File: src/rtl/zx_dma_master.sv
// Z80 bus-master DMA: requests the bus, writes a valid/ready byte stream to memory, releases periodically.
// Optional ZX_DMA_CHECKSUM_EN adds an XOR checksum output of the written bytes.
module zx_dma_master #(
  parameter int unsigned MAX_BURST  = 256,
  parameter int unsigned GAP_CYCLES = 4
) (
  input  logic        clk,
  input  logic        reset,
  input  logic        start,
  input  logic        abort,
  input  logic [15:0] base_addr,
  input  logic [15:0] length,
  output logic        busy,
  output logic        done,
  output logic        aborted,
  input  logic [7:0]  src_data,
  input  logic        src_valid,
  output logic        src_ready,
  output logic        nBUSRQ,
  input  logic        nBUSACK,
  input  logic        nWAIT,
  output logic        bus_oe,
  output logic [15:0] A,
  output logic [7:0]  D_out,
  output logic        nMREQ,
  output logic        nRD,
  output logic        nWR,
  output logic        nIORQ
`ifdef ZX_DMA_CHECKSUM_EN
  ,
  output logic [7:0]  checksum
`endif
);

  localparam int unsigned GW = (GAP_CYCLES > 1) ? $clog2(GAP_CYCLES) : 1;

  typedef enum logic [2:0] {IDLE, REQ, FETCH, T1, T2, T3, DROP, GAP} state_e;

  state_e          state_q;
  logic [15:0]     addr_q, remain_q, burst_q;
  logic [GW-1:0]   gap_q;
  logic            final_q, abrt_q;
  logic            busy_q, done_q, aborted_q, nbusrq_q, bus_oe_q, nmreq_q, nwr_q;
  logic [15:0]     a_q;
  logic [7:0]      dout_q, ck_q;
  logic [15:0]     addr_d, remain_d, burst_d;

  assign addr_d   = addr_q + 16'd1;
  assign remain_d = remain_q - 16'd1;
  assign burst_d  = burst_q + 16'd1;

  // Single-cycle handshake: a byte is taken only in FETCH and never while aborting.
  assign src_ready = (state_q == FETCH) && src_valid && !abort;

  assign busy    = busy_q;
  assign done    = done_q;
  assign aborted = aborted_q;
  assign nBUSRQ  = nbusrq_q;
  assign bus_oe  = bus_oe_q;
  assign A       = a_q;
  assign D_out   = dout_q;
  assign nMREQ   = nmreq_q;
  assign nWR     = nwr_q;
  assign nRD     = 1'b1;
  assign nIORQ   = 1'b1;
`ifdef ZX_DMA_CHECKSUM_EN
  assign checksum = ck_q;
`endif

  always_ff @(posedge clk or posedge reset) begin
    if (reset) begin
      state_q   <= IDLE;
      addr_q    <= 16'd0;
      remain_q  <= 16'd0;
      burst_q   <= 16'd0;
      gap_q     <= '0;
      final_q   <= 1'b0;
      abrt_q    <= 1'b0;
      busy_q    <= 1'b0;
      done_q    <= 1'b0;
      aborted_q <= 1'b0;
      nbusrq_q  <= 1'b1;
      bus_oe_q  <= 1'b0;
      nmreq_q   <= 1'b1;
      nwr_q     <= 1'b1;
      a_q       <= 16'd0;
      dout_q    <= 8'd0;
      ck_q      <= 8'd0;
    end else begin
      done_q    <= 1'b0;
      aborted_q <= 1'b0;
      case (state_q)
        IDLE: begin
          if (start) begin
            ck_q <= 8'd0;
            if (length == 16'd0) begin
              done_q <= 1'b1;
            end else begin
              addr_q   <= base_addr;
              remain_q <= length;
              burst_q  <= 16'd0;
              abrt_q   <= 1'b0;
              busy_q   <= 1'b1;
              nbusrq_q <= 1'b0;
              state_q  <= REQ;
            end
          end
        end
        REQ: begin
          if (abort) begin
            final_q  <= 1'b1;
            abrt_q   <= 1'b1;
            nbusrq_q <= 1'b1;
            state_q  <= DROP;
          end else if (!nBUSACK) begin
            bus_oe_q <= 1'b1;
            state_q  <= FETCH;
          end
        end
        FETCH: begin
          if (abort) begin
            final_q  <= 1'b1;
            abrt_q   <= 1'b1;
            bus_oe_q <= 1'b0;
            nbusrq_q <= 1'b1;
            state_q  <= DROP;
          end else if (src_valid) begin
            dout_q  <= src_data;
            a_q     <= addr_q;
            nmreq_q <= 1'b0;
            state_q <= T1;
          end
        end
        T1: begin
          nwr_q   <= 1'b0;
          state_q <= T2;
        end
        T2: begin
          if (nWAIT) begin
            nwr_q   <= 1'b1;
            nmreq_q <= 1'b1;
            state_q <= T3;
          end
        end
        T3: begin
          addr_q   <= addr_d;
          remain_q <= remain_d;
          burst_q  <= burst_d;
          ck_q     <= ck_q ^ dout_q;
          // Completion outranks abort, which outranks the burst limit.
          if (remain_d == 16'd0 || abort || burst_d == 16'(MAX_BURST)) begin
            final_q  <= (remain_d == 16'd0) || abort;
            abrt_q   <= (remain_d != 16'd0) && abort;
            bus_oe_q <= 1'b0;
            nbusrq_q <= 1'b1;
            state_q  <= DROP;
          end else begin
            state_q <= FETCH;
          end
        end
        DROP: begin
          if (nBUSACK) begin
            if (final_q) begin
              done_q    <= 1'b1;
              aborted_q <= abrt_q;
              busy_q    <= 1'b0;
              state_q   <= IDLE;
            end else begin
              burst_q <= 16'd0;
              gap_q   <= '0;
              state_q <= GAP;
            end
          end
        end
        GAP: begin
          if (abort) begin
            final_q <= 1'b1;
            abrt_q  <= 1'b1;
            state_q <= DROP;
          end else if (gap_q == GW'(GAP_CYCLES - 1)) begin
            nbusrq_q <= 1'b0;
            state_q  <= REQ;
          end else begin
            gap_q <= gap_q + 1'b1;
          end
        end
        default: state_q <= IDLE;
      endcase
    end
  end

endmodule

File: config.mk
export PLATFORM = sky130hd
export DESIGN_NAME = zx_dma_master
export DESIGN_NICKNAME = d
export VERILOG_FILES = /design/src/rtl/zx_dma_master.sv
export SDC_FILE = /design/constraint.sdc
export NUM_CORES = 1
export LEC_CHECK = 0
export BUFFER_PORTS_ARGS = -buffer_cell sky130_fd_sc_hd__clkbuf_2
export CAP_MARGIN = 10
export CORE_MARGIN = 5
export CORE_UTILIZATION = 56
export CTS_CLUSTER_SIZE = 28
export DETAILED_ROUTE_END_ITERATION = 7
export PLACE_DENSITY = 0.87
export SKIP_CTS_REPAIR_TIMING = 1
export SYNTH_ARGS = -nofsm -noshare
export SYNTH_HDL_FRONTEND = slang
export SYNTH_SLANG_ARGS = --single-unit
File: constraint.sdc
create_clock -name clk -period 7.65 [get_ports clk]
set_input_delay 1.53 -clock clk [delete_from_list [all_inputs] [get_ports clk]]
set_output_delay 1.53 -clock clk [all_outputs]
set_load 0.1 [all_outputs]
# Word-level counts from Yosys, hierarchy flattened
# Cells that the tools add are included.
[word_totals]
output_inout_bits = 34
regBits = 86
[classes]
n_bitwise = 1
muxes = 63
eq_ne = 29
addsub = 4
n_reduce_logical = 34
[ops]
columns = ["operator", "n"]
rows = [
  ["$mux W16", 8],
  ["$pmux W16 S2", 2],
  ["$pmux W16 S3", 1],
  ["$mux W3", 12],
  ["$add A16 B1 Y16 const B", 2],
  ["$logic_not A16 Y1", 2],
  ["$ne A2 B2 Y1 const B", 15],
  ["$mux W1", 26],
  ["$reduce_and A5 Y1", 5],
  ["$pmux W3 S8", 1],
  ["$eq A16 B9 Y1 const B", 1],
  ["$reduce_bool A16 Y1", 1],
  ["$sub A16 B1 Y16 const B", 1],
  ["$reduce_and A7 Y1", 2],
  ["$eq A3 B3 Y1 const B", 4],
  ["$reduce_bool A2 Y1", 6],
  ["$pmux W1 S2", 5],
  ["$ne A3 B3 Y1 const B", 3],
  ["$reduce_and A3 Y1", 3],
  ["$reduce_bool A3 Y1", 3],
  ["$mux W2", 4],
  ["$eq A3 B2 Y1 const B", 2],
  ["$pmux W1 S3", 2],
  ["$ne A2 B1 Y1 const B", 2],
  ["15 further kinds", 18],
]

# Depth between registers and ports, before layout
# Gate-level depths: netlist of run 1.
[logic_depth]
ltp_word = 6
depth_mapped = 9

# Worst setup path after synthesis of run 1
# Ideal clock, no wire load.
[synth_timing]
path_type = "input -> output"
startpoint = "input port abort"
endpoint = "output port src_ready"
path_buffers = 2
path_stages = 4
t_arrival_ns = 3.083
slack_ns = 3.037
path_cell_list = "buf_6 -> nand3b_1 -> inv_2 -> clkbuf_1"
[synth_between]
elab_chain_len = 2
[synth_rtl]
columns = ["item", "line", "text"]
rows = [
  ["start, declared", "10", "input logic abort,"],
  ["$logic_not A1 Y1", "53", "assign src_ready = (state_q == FETCH) && src_valid && !abort;"],
  ["$logic_and A1 B1 Y1", "53", ""],
  ["end, declared", "18", "output logic src_ready,"],
]
# Every way passes these cells.

# Worst setup path in the final report of run 1
# Same ends and word-level chain as after synthesis.

==> summary.md, run 1 <==
| Metric | Value |
|---|---|
| Clock buffer count from CTS | `9` |
| H-Tree Depth | `3` |
| FFs w/ async S/R, synth | `100%` |
| Synth area leader | `dfrtp_1` |
| Mapped Cells | `615` |
| Worst hold path type | `reg2reg` |
| Largest family of logic cells by synthesized area | `simple AND/OR/NAND/NOR gates` |
| Yosys cell types | `67` |
| Initial antenna violation count | `0` |
| Post-layout min period | `4.61 ns` |
| Endpoint class of the critical path | `output pin` |
| Status | `finished, final reports clean` |
| Via count | `4768` |
| Total Power | `2.54 mW` |
| CTS Root Cell | `clkbuf_8` |
| Max-slew violations | `0` |
| Flop pwr share | `33.3%` |
| Antenna Cells | `0` |
| RSZ-0062 raised after global routing | `no` |
| Hold Vio Cnt, Final | `0` |
| Drt pass-1 iters | `6` |
| Mux cell area share after synthesis | `0.202%` |
| Final worst setup slack | `3.04 ns` |
| DRC viols | `0` |
| Pre-CTS WS | `a little over 3 ns` |
| Critical Path RT | `6.12 ns` |
| Initial DRC Count | `roughly 430` |
| Die Y | `104 um` |
| Largest net degree at the start of global routing | `87` |
| Main flop type after synthesis | `dfrtp_1` |
| FF-to-FF setup slack | `approximately 4.6 ns` |
| Synthesized cell area | `0.00495 mm2` |
| Post-Synth Simple-Gate Area | `between 20% and 30%` |
| Grt ovf | `0` |
| # IOs | `81` |
| Slew Limit Headroom | `28.4%` |
| Peak supply drop | `approximately 330 uV` |
| Number of synthesized flops with an enable pin | `0` |
| Switching Fraction | `a little under three fifths` |
| Initial Util | `57.1%` |
| Comb power frac | `54.1%` |
| Final setup fails | `0` |
| Final core occ | `63.9%` |
| CTS clk-pin slew, worst paths | `0.09 ns` |
| Max capacitance violation total | `0` |
| Max Clk Rate | `217 MHz` |
| Yosys top cell area share | `about two fifths` |
| Wl on met1 | `5130 um` |
| Site Rows | `34` |
| Crit Path Category | `in2out` |
| CTS sink cnt | `86` |
| Placed cell area | `0.00533 mm2` |
| CTS tree | `done` |
| Die Width | `104 um` |
| First-pass GRT wire length | `21100 um` |
| Latest clock arrival within the worst-skew pair | `0.37 ns` |
| GRT Total Usage | `22.7%` |
| Adder-Cell Fraction of Synth Area | `under 10%` |
| Setup TNS | `0 ns` |
| Post-Synth XOR/XNOR Area | `1.24%` |
| CP Data Arrival Time | `about 3.1 ns` |
| Maximum fanout along the worst path | `26` |
| Final period util | `between 60% and 70%` |
| Final instance area | `0.00554 mm2` |
| Layout area overhead | `11.9%` |
| Routed length on met2 | `6350 um` |
| Final ANT Viol Nets | `0` |
| P per Cell Area | `458 mW/mm2` |
| Max Used Layer | `met4` |
| Port buffer count | `78` |
| Sw power | `roughly 1.4 mW` |
| Sequential share of the synthesized area | `43.5%` |
| Internal Pwr Total | `1.13 mW` |
| Final Wtd Congestion | `0.888` |
| Vias in the first global route | `roughly 4.5k` |
| Post-synthesis compound-gate area fraction | `around 22%` |
| Top cells by area, synth | `dfrtp_1 (42%), nand2_1 (9.7%), o21ai_0 (6.9%)` |
| Bufs on Longest Clock Path | `2` |
| Clk pwr share | `12.6%` |
| Met3 WL | `897 um` |
| Worst slew pin tran | `1.07 ns` |
| Ys Warns | `0` |
| P_leak | `2.50 nW` |
| Drt via density | `6.09` |
| DP Wirelength | `between 8000 and 9000 um` |
| Total wire length | `12500 um` |
| Final net count | `a little over 700` |
| Post-DR wirelength/cell | `16.0 um` |
| Share of cells above drive strength 1 | `a little under a fifth` |
| Final Skew | `0.0139 ns` |
| Die area | `0.0108 mm2` |
| Startpoint Class | `primary input` |
| Mean area per synthesized cell | `8.05 um2` |
| Core area | `roughly 0.0087 mm2` |
| FF+latch count, synth | `86` |
-- critical path: stages --
cell	delay [ns]
clkbuf_2	0.22
nand3b_1	0.22
buf_4	0.22
inv_2	0.34
clkbuf_2	0.53
-- kinds of logic after synthesis --
kind of cell	Yosys count
other	1
buffers and inverters	52
DFF	86
adders and majority gates	5
and+or+nand+nor	279
AOI/OAI and AO/OA	184
xor gates and xnor gates	7
muxes	1
-- power groups by stage --
| stage | logic [mW] | clock network, mW | registers, mW |
|---|---|---|---|
| 6_report | 1.37 | 0.320 | 0.845 |
| 5_1_grt | 1.49 | 0.345 | 0.875 |
| 3_5_place_dp | 1.35 | 0 | 0.843 |
| 2_1_floorplan | 0.676 | 0 | 1.25 |
| 4_1_cts | 1.36 | 0.328 | 0.837 |
| 3_3_place_gp | 1.31 | 0 | 0.832 |
-- cell type report --
type                    instances  area (um2)
fillers                       736        3130
multi-input cells             478        2570
flip-flops and latches         86        2160
repair buffers                 84         443
well taps                     108         135
clock buffers                   9         124
clock inverters                 6        71.3
inverters                      12        46.3
-- stage by stage --
stage	hold WS [ns]	cells
final	0.484	783
after detailed placement	0.468	767
after CTS	0.489	782
after global placement	0.457	767
after floorplan	0.461	616
after global routing	0.513	783
-- registers in the layout, indices dropped and copies added (netlist names), 2 cells and up --
signal,count
D_out,8
burst_q,16
state_q,3
remain_q,16
A,16
addr_q,16
gap_q,2
-- layout by cell type, fill, tap and decap left out, types with 8 or more instances in the layout --
cell,n
a31oi_1,8
a21oi_1,57
inv_1,10
dfrtp_1,83
nor3_1,14
clkbuf_2,78
and3_1,9
nand3_1,21
nor4_1,12
nor2_1,46
nand2_1,127
nand4_1,11
clkbuf_8,9
o21ai_0,67
-- worst paths after layout --
kind,start,endpoint,cells past startpoint
max,abort,src_ready,5
min,D_out[5],D_out[5],2
max reg2reg,burst_q[1],nBUSRQ,8
min reg2reg,D_out[5],D_out[5],2
max in group asynchronous,reset,burst_q[7],3
min in group asynchronous,reset,D_out[6],3
-- cell usage after synthesis (all sizes together), types with 3 or more instances --
cell,number
inv,12
nor3,15
o22ai,7
o31ai,5
nand4,12
dfrtp,83
clkbuf,29
nor2b,4
buf,11
a31oi,8
a311oi,3
nor3b,3
a22o,5
and3,9
a22oi,3
nand2,128
a21oi,57
o2bb2ai,3
nor2,47
a21o,4
and2,5
nand2b,6
o32ai,4
nor4,14
ha,5
nand3,21
a211oi,3
o21ai,68
dfstp,3
xor2,5
or3,3
-- per-layer routing --
layer | up-vias | track usage, %
met5 | - | 0
met2 | 197 | 39.1
met3 | 21 | 5.40
met4 | 0 | 5.18
met1 | 2260 | 29.0
li1 | 2290 | -
Power figures use the tool's default switching activity.
==> run 2: changes to the inputs <==
clock period = 4.36 ns   (was 7.65 ns; I/O delays follow)
==> run 2 against run 1 <==
Net effect:
- core utilization grew 0.30 points
- clock-buffer cell count is the same
- critical path type is now reg2out
- clock skew shrank 0.0023 ns
- final area grew 0.47%
==> summary.md, run 2 (synthesis results as in run 1) <==
| Metric | Value |
|---|---|
| Final ANT Viol Nets | `0 (unchanged)` |
| DRC viols | `0 (unchanged)` |
| Final Skew | `0.0116 ns (-0.00234 ns)` |
| CP Data Arrival Time | `2.50 ns (-0.58 ns)` |
| Slew Limit Headroom | `41.9% (+13 points)` |
| Worst hold path type | `reg2reg` |
| DP Wirelength | `8630 um (+2.4%)` |
| Endpoint class of the critical path | `output pin` |
| Drt via density | `6.13 (+0.60%)` |
| Vias in the first global route | `4472 (-1.1%)` |
| CTS Root Cell | `clkbuf_8` |
| Initial antenna violation count | `0 (unchanged)` |
| Final core occ | `64.2% (+0.30 points)` |
| Share of cells above drive strength 1 | `18.3% (+0.24 points)` |
| Core area | `0.00868 mm2 (unchanged)` |
| Site Rows | `34 (unchanged)` |
| Final period util | `77.4%` |
| Grt ovf | `0 (unchanged)` |
| First-pass GRT wire length | `20700 um (-1.6%)` |
| Max-slew violations | `0 (unchanged)` |
| Max Clk Rate | `approximately 300 MHz` |
| Crit Path Category | `reg2out` |
| CTS tree | `done` |
| Die Width | `104 um (unchanged)` |
| Worst path top cell family by delay | `buffers and inverters` |
| Placed cell count | `768 (+0.13%)` |
| Placed cell area | `0.00534 mm2 (+0.14%)` |
| Initial Util | `57.1% (unchanged)` |
| # IOs | `81 (unchanged)` |
| Hold Vio Cnt, Final | `0 (unchanged)` |
| Post-DR wirelength/cell | `15.8 um (-1.5%)` |
| Peak supply drop | `448 uV (+37%)` |
| Total wire length | `12400 um (-1.2%)` |
| CTS sink cnt | `86 (unchanged)` |
| Final setup fails | `0 (unchanged)` |
| Antenna Cells | `0 (unchanged)` |
| Final Wtd Congestion | `0.919 (+3.6%)` |
| Flop pwr share | `32.3% (-1.0 points)` |
| Setup TNS | `0 ns (unchanged)` |
| Total Power | `4.49 mW (+77%)` |
| Maximum fanout along the worst path | `25 (-3.8%)` |
| Most common cell after layout, fill and taps aside | `nand2_1` |
| Max capacitance violation total | `0 (unchanged)` |
| Switching Fraction | `55.2% (-0.31 points)` |
| Die area | `0.0108 mm2 (unchanged)` |
| Final net count | `724 (+0.14%)` |
| P per Cell Area | `806 mW/mm2 (+76%)` |
| WP buf/inv | `2 (-2)` |
| Clock buffer count from CTS | `9 (unchanged)` |
| FF-to-FF setup slack | `1.43 ns (-3.21 ns)` |
| Internal Pwr Total | `2.01 mW (+78%)` |
| Latest clock arrival within the worst-skew pair | `0.37 ns (about the same)` |
| Initial DRC Count | `435 (+2.4%)` |
| Clk pwr share | `12.9% (+0.3 points)` |
| Layout area overhead | `12.5%` |
| Port buffer count | `78 (unchanged)` |
| H-Tree Depth | `3 (unchanged)` |
| Critical Path RT | `3.49 ns (-2.63 ns)` |
| Sw power | `2.48 mW (+76%)` |
| Crit-path cells | `nand2b_1 > nor2_1 > nand3b_1 > inv_2 > clkbuf_2` |
| Bufs on Longest Clock Path | `2 (unchanged)` |
| GRT Total Usage | `22.6% (-0.17 points)` |
| Die Y | `104 um (unchanged)` |
| Final instance area | `0.00557 mm2 (+0.47%)` |
| Comb power frac | `54.8% (+0.7 points)` |
| Crit-path slowest cell | `dfrtp_1` |
| Drt pass-1 iters | `6 (unchanged)` |
| CP max stage delay | `0.68 ns (+0.15 ns)` |
| P_leak | `2.51 nW (+0.79%)` |
| Largest net degree at the start of global routing | `52 (-40%)` |
| Startpoint Class | `flip-flop` |
| Status | `finished, final reports clean` |
| Most frequent cells in the layout | `nand2_1 (127), dfrtp_1 (83), clkbuf_2 (78)` |
| Finished Layout Cells | `785 (+0.26%)` |
| RSZ-0062 raised after global routing | `no` |
| Post-layout min period | `3.38 ns` |
| Via count | `4809 (+0.86%)` |
| CTS clk-pin slew, worst paths | `0.09 ns (about the same)` |
| Worst slew pin tran | `0.871 ns (-0.203 ns)` |
[run 2: changes by cell type in the layout (fill, tap and decap cells not counted)]
cell and delta:
clkinv_4 -2, buf_8 -1, buf_4 +1, inv_6 +3, buf_16 +1, clkinv_2 +1
clkinvlp_4 -1
[run 2: final cells by class]
cell class	count	area [um2]
clock buffer	9	124
clock inverter	7	77.6
fill	736	3110
inverter	12	46.3
multi-input combinational	478	2570
sequential	86	2160
tap	108	135
timing repair buffer	85	463
[run 2: per-stage QoR]
stage	hold WS [ns]	worst slack, ns
5_1_grt	0.503	0.719
4_1_cts	0.487	0.993
6_report	0.480	0.984
2_1_floorplan	0.461	1.06
3_3_place_gp	0.457	1.24
3_5_place_dp	0.463	1.23
[run 2: final timing paths]
path | start | end | cells past startpoint
max in group asynchronous | reset | remain_q[6] | 3
worst min-delay path | D_out[2] | D_out[2] | 2
worst max register to register | burst_q[0] | nBUSRQ | 8
worst max-delay path | state_q[1] | src_ready | 5
worst min register to register | D_out[2] | D_out[2] | 2
min in group asynchronous | reset | D_out[2] | 2
[run 2: per-layer routing]
layer  routed length [um]  GRT usage [%]  up-vias
li1                     -              -     2298
met1                 5210           30.1     2275
met2                 6120           36.3      210
met3                  849           4.66       26
met4                  204           8.42        0
met5                    0              0        -
[run 2: power by group through the flow]
stage	Sequential [mW]	Clock, mW	Combinational, mW
final	1.45	0.581	2.46
after global routing	1.50	0.634	2.66
after CTS	1.44	0.599	2.41
after detailed placement	1.45	0	2.40
after global placement	1.43	0	2.33
after floorplan	2.20	0	1.19
[run 2: tightest hold or removal path, delay by kind of cell (launching register included)]
| kind | cells | cell delay, ns |
|---|---|---|
| AND/OR/NAND/NOR | 2 | 0.10 |
| flip-flops | 1 | 0.35 |
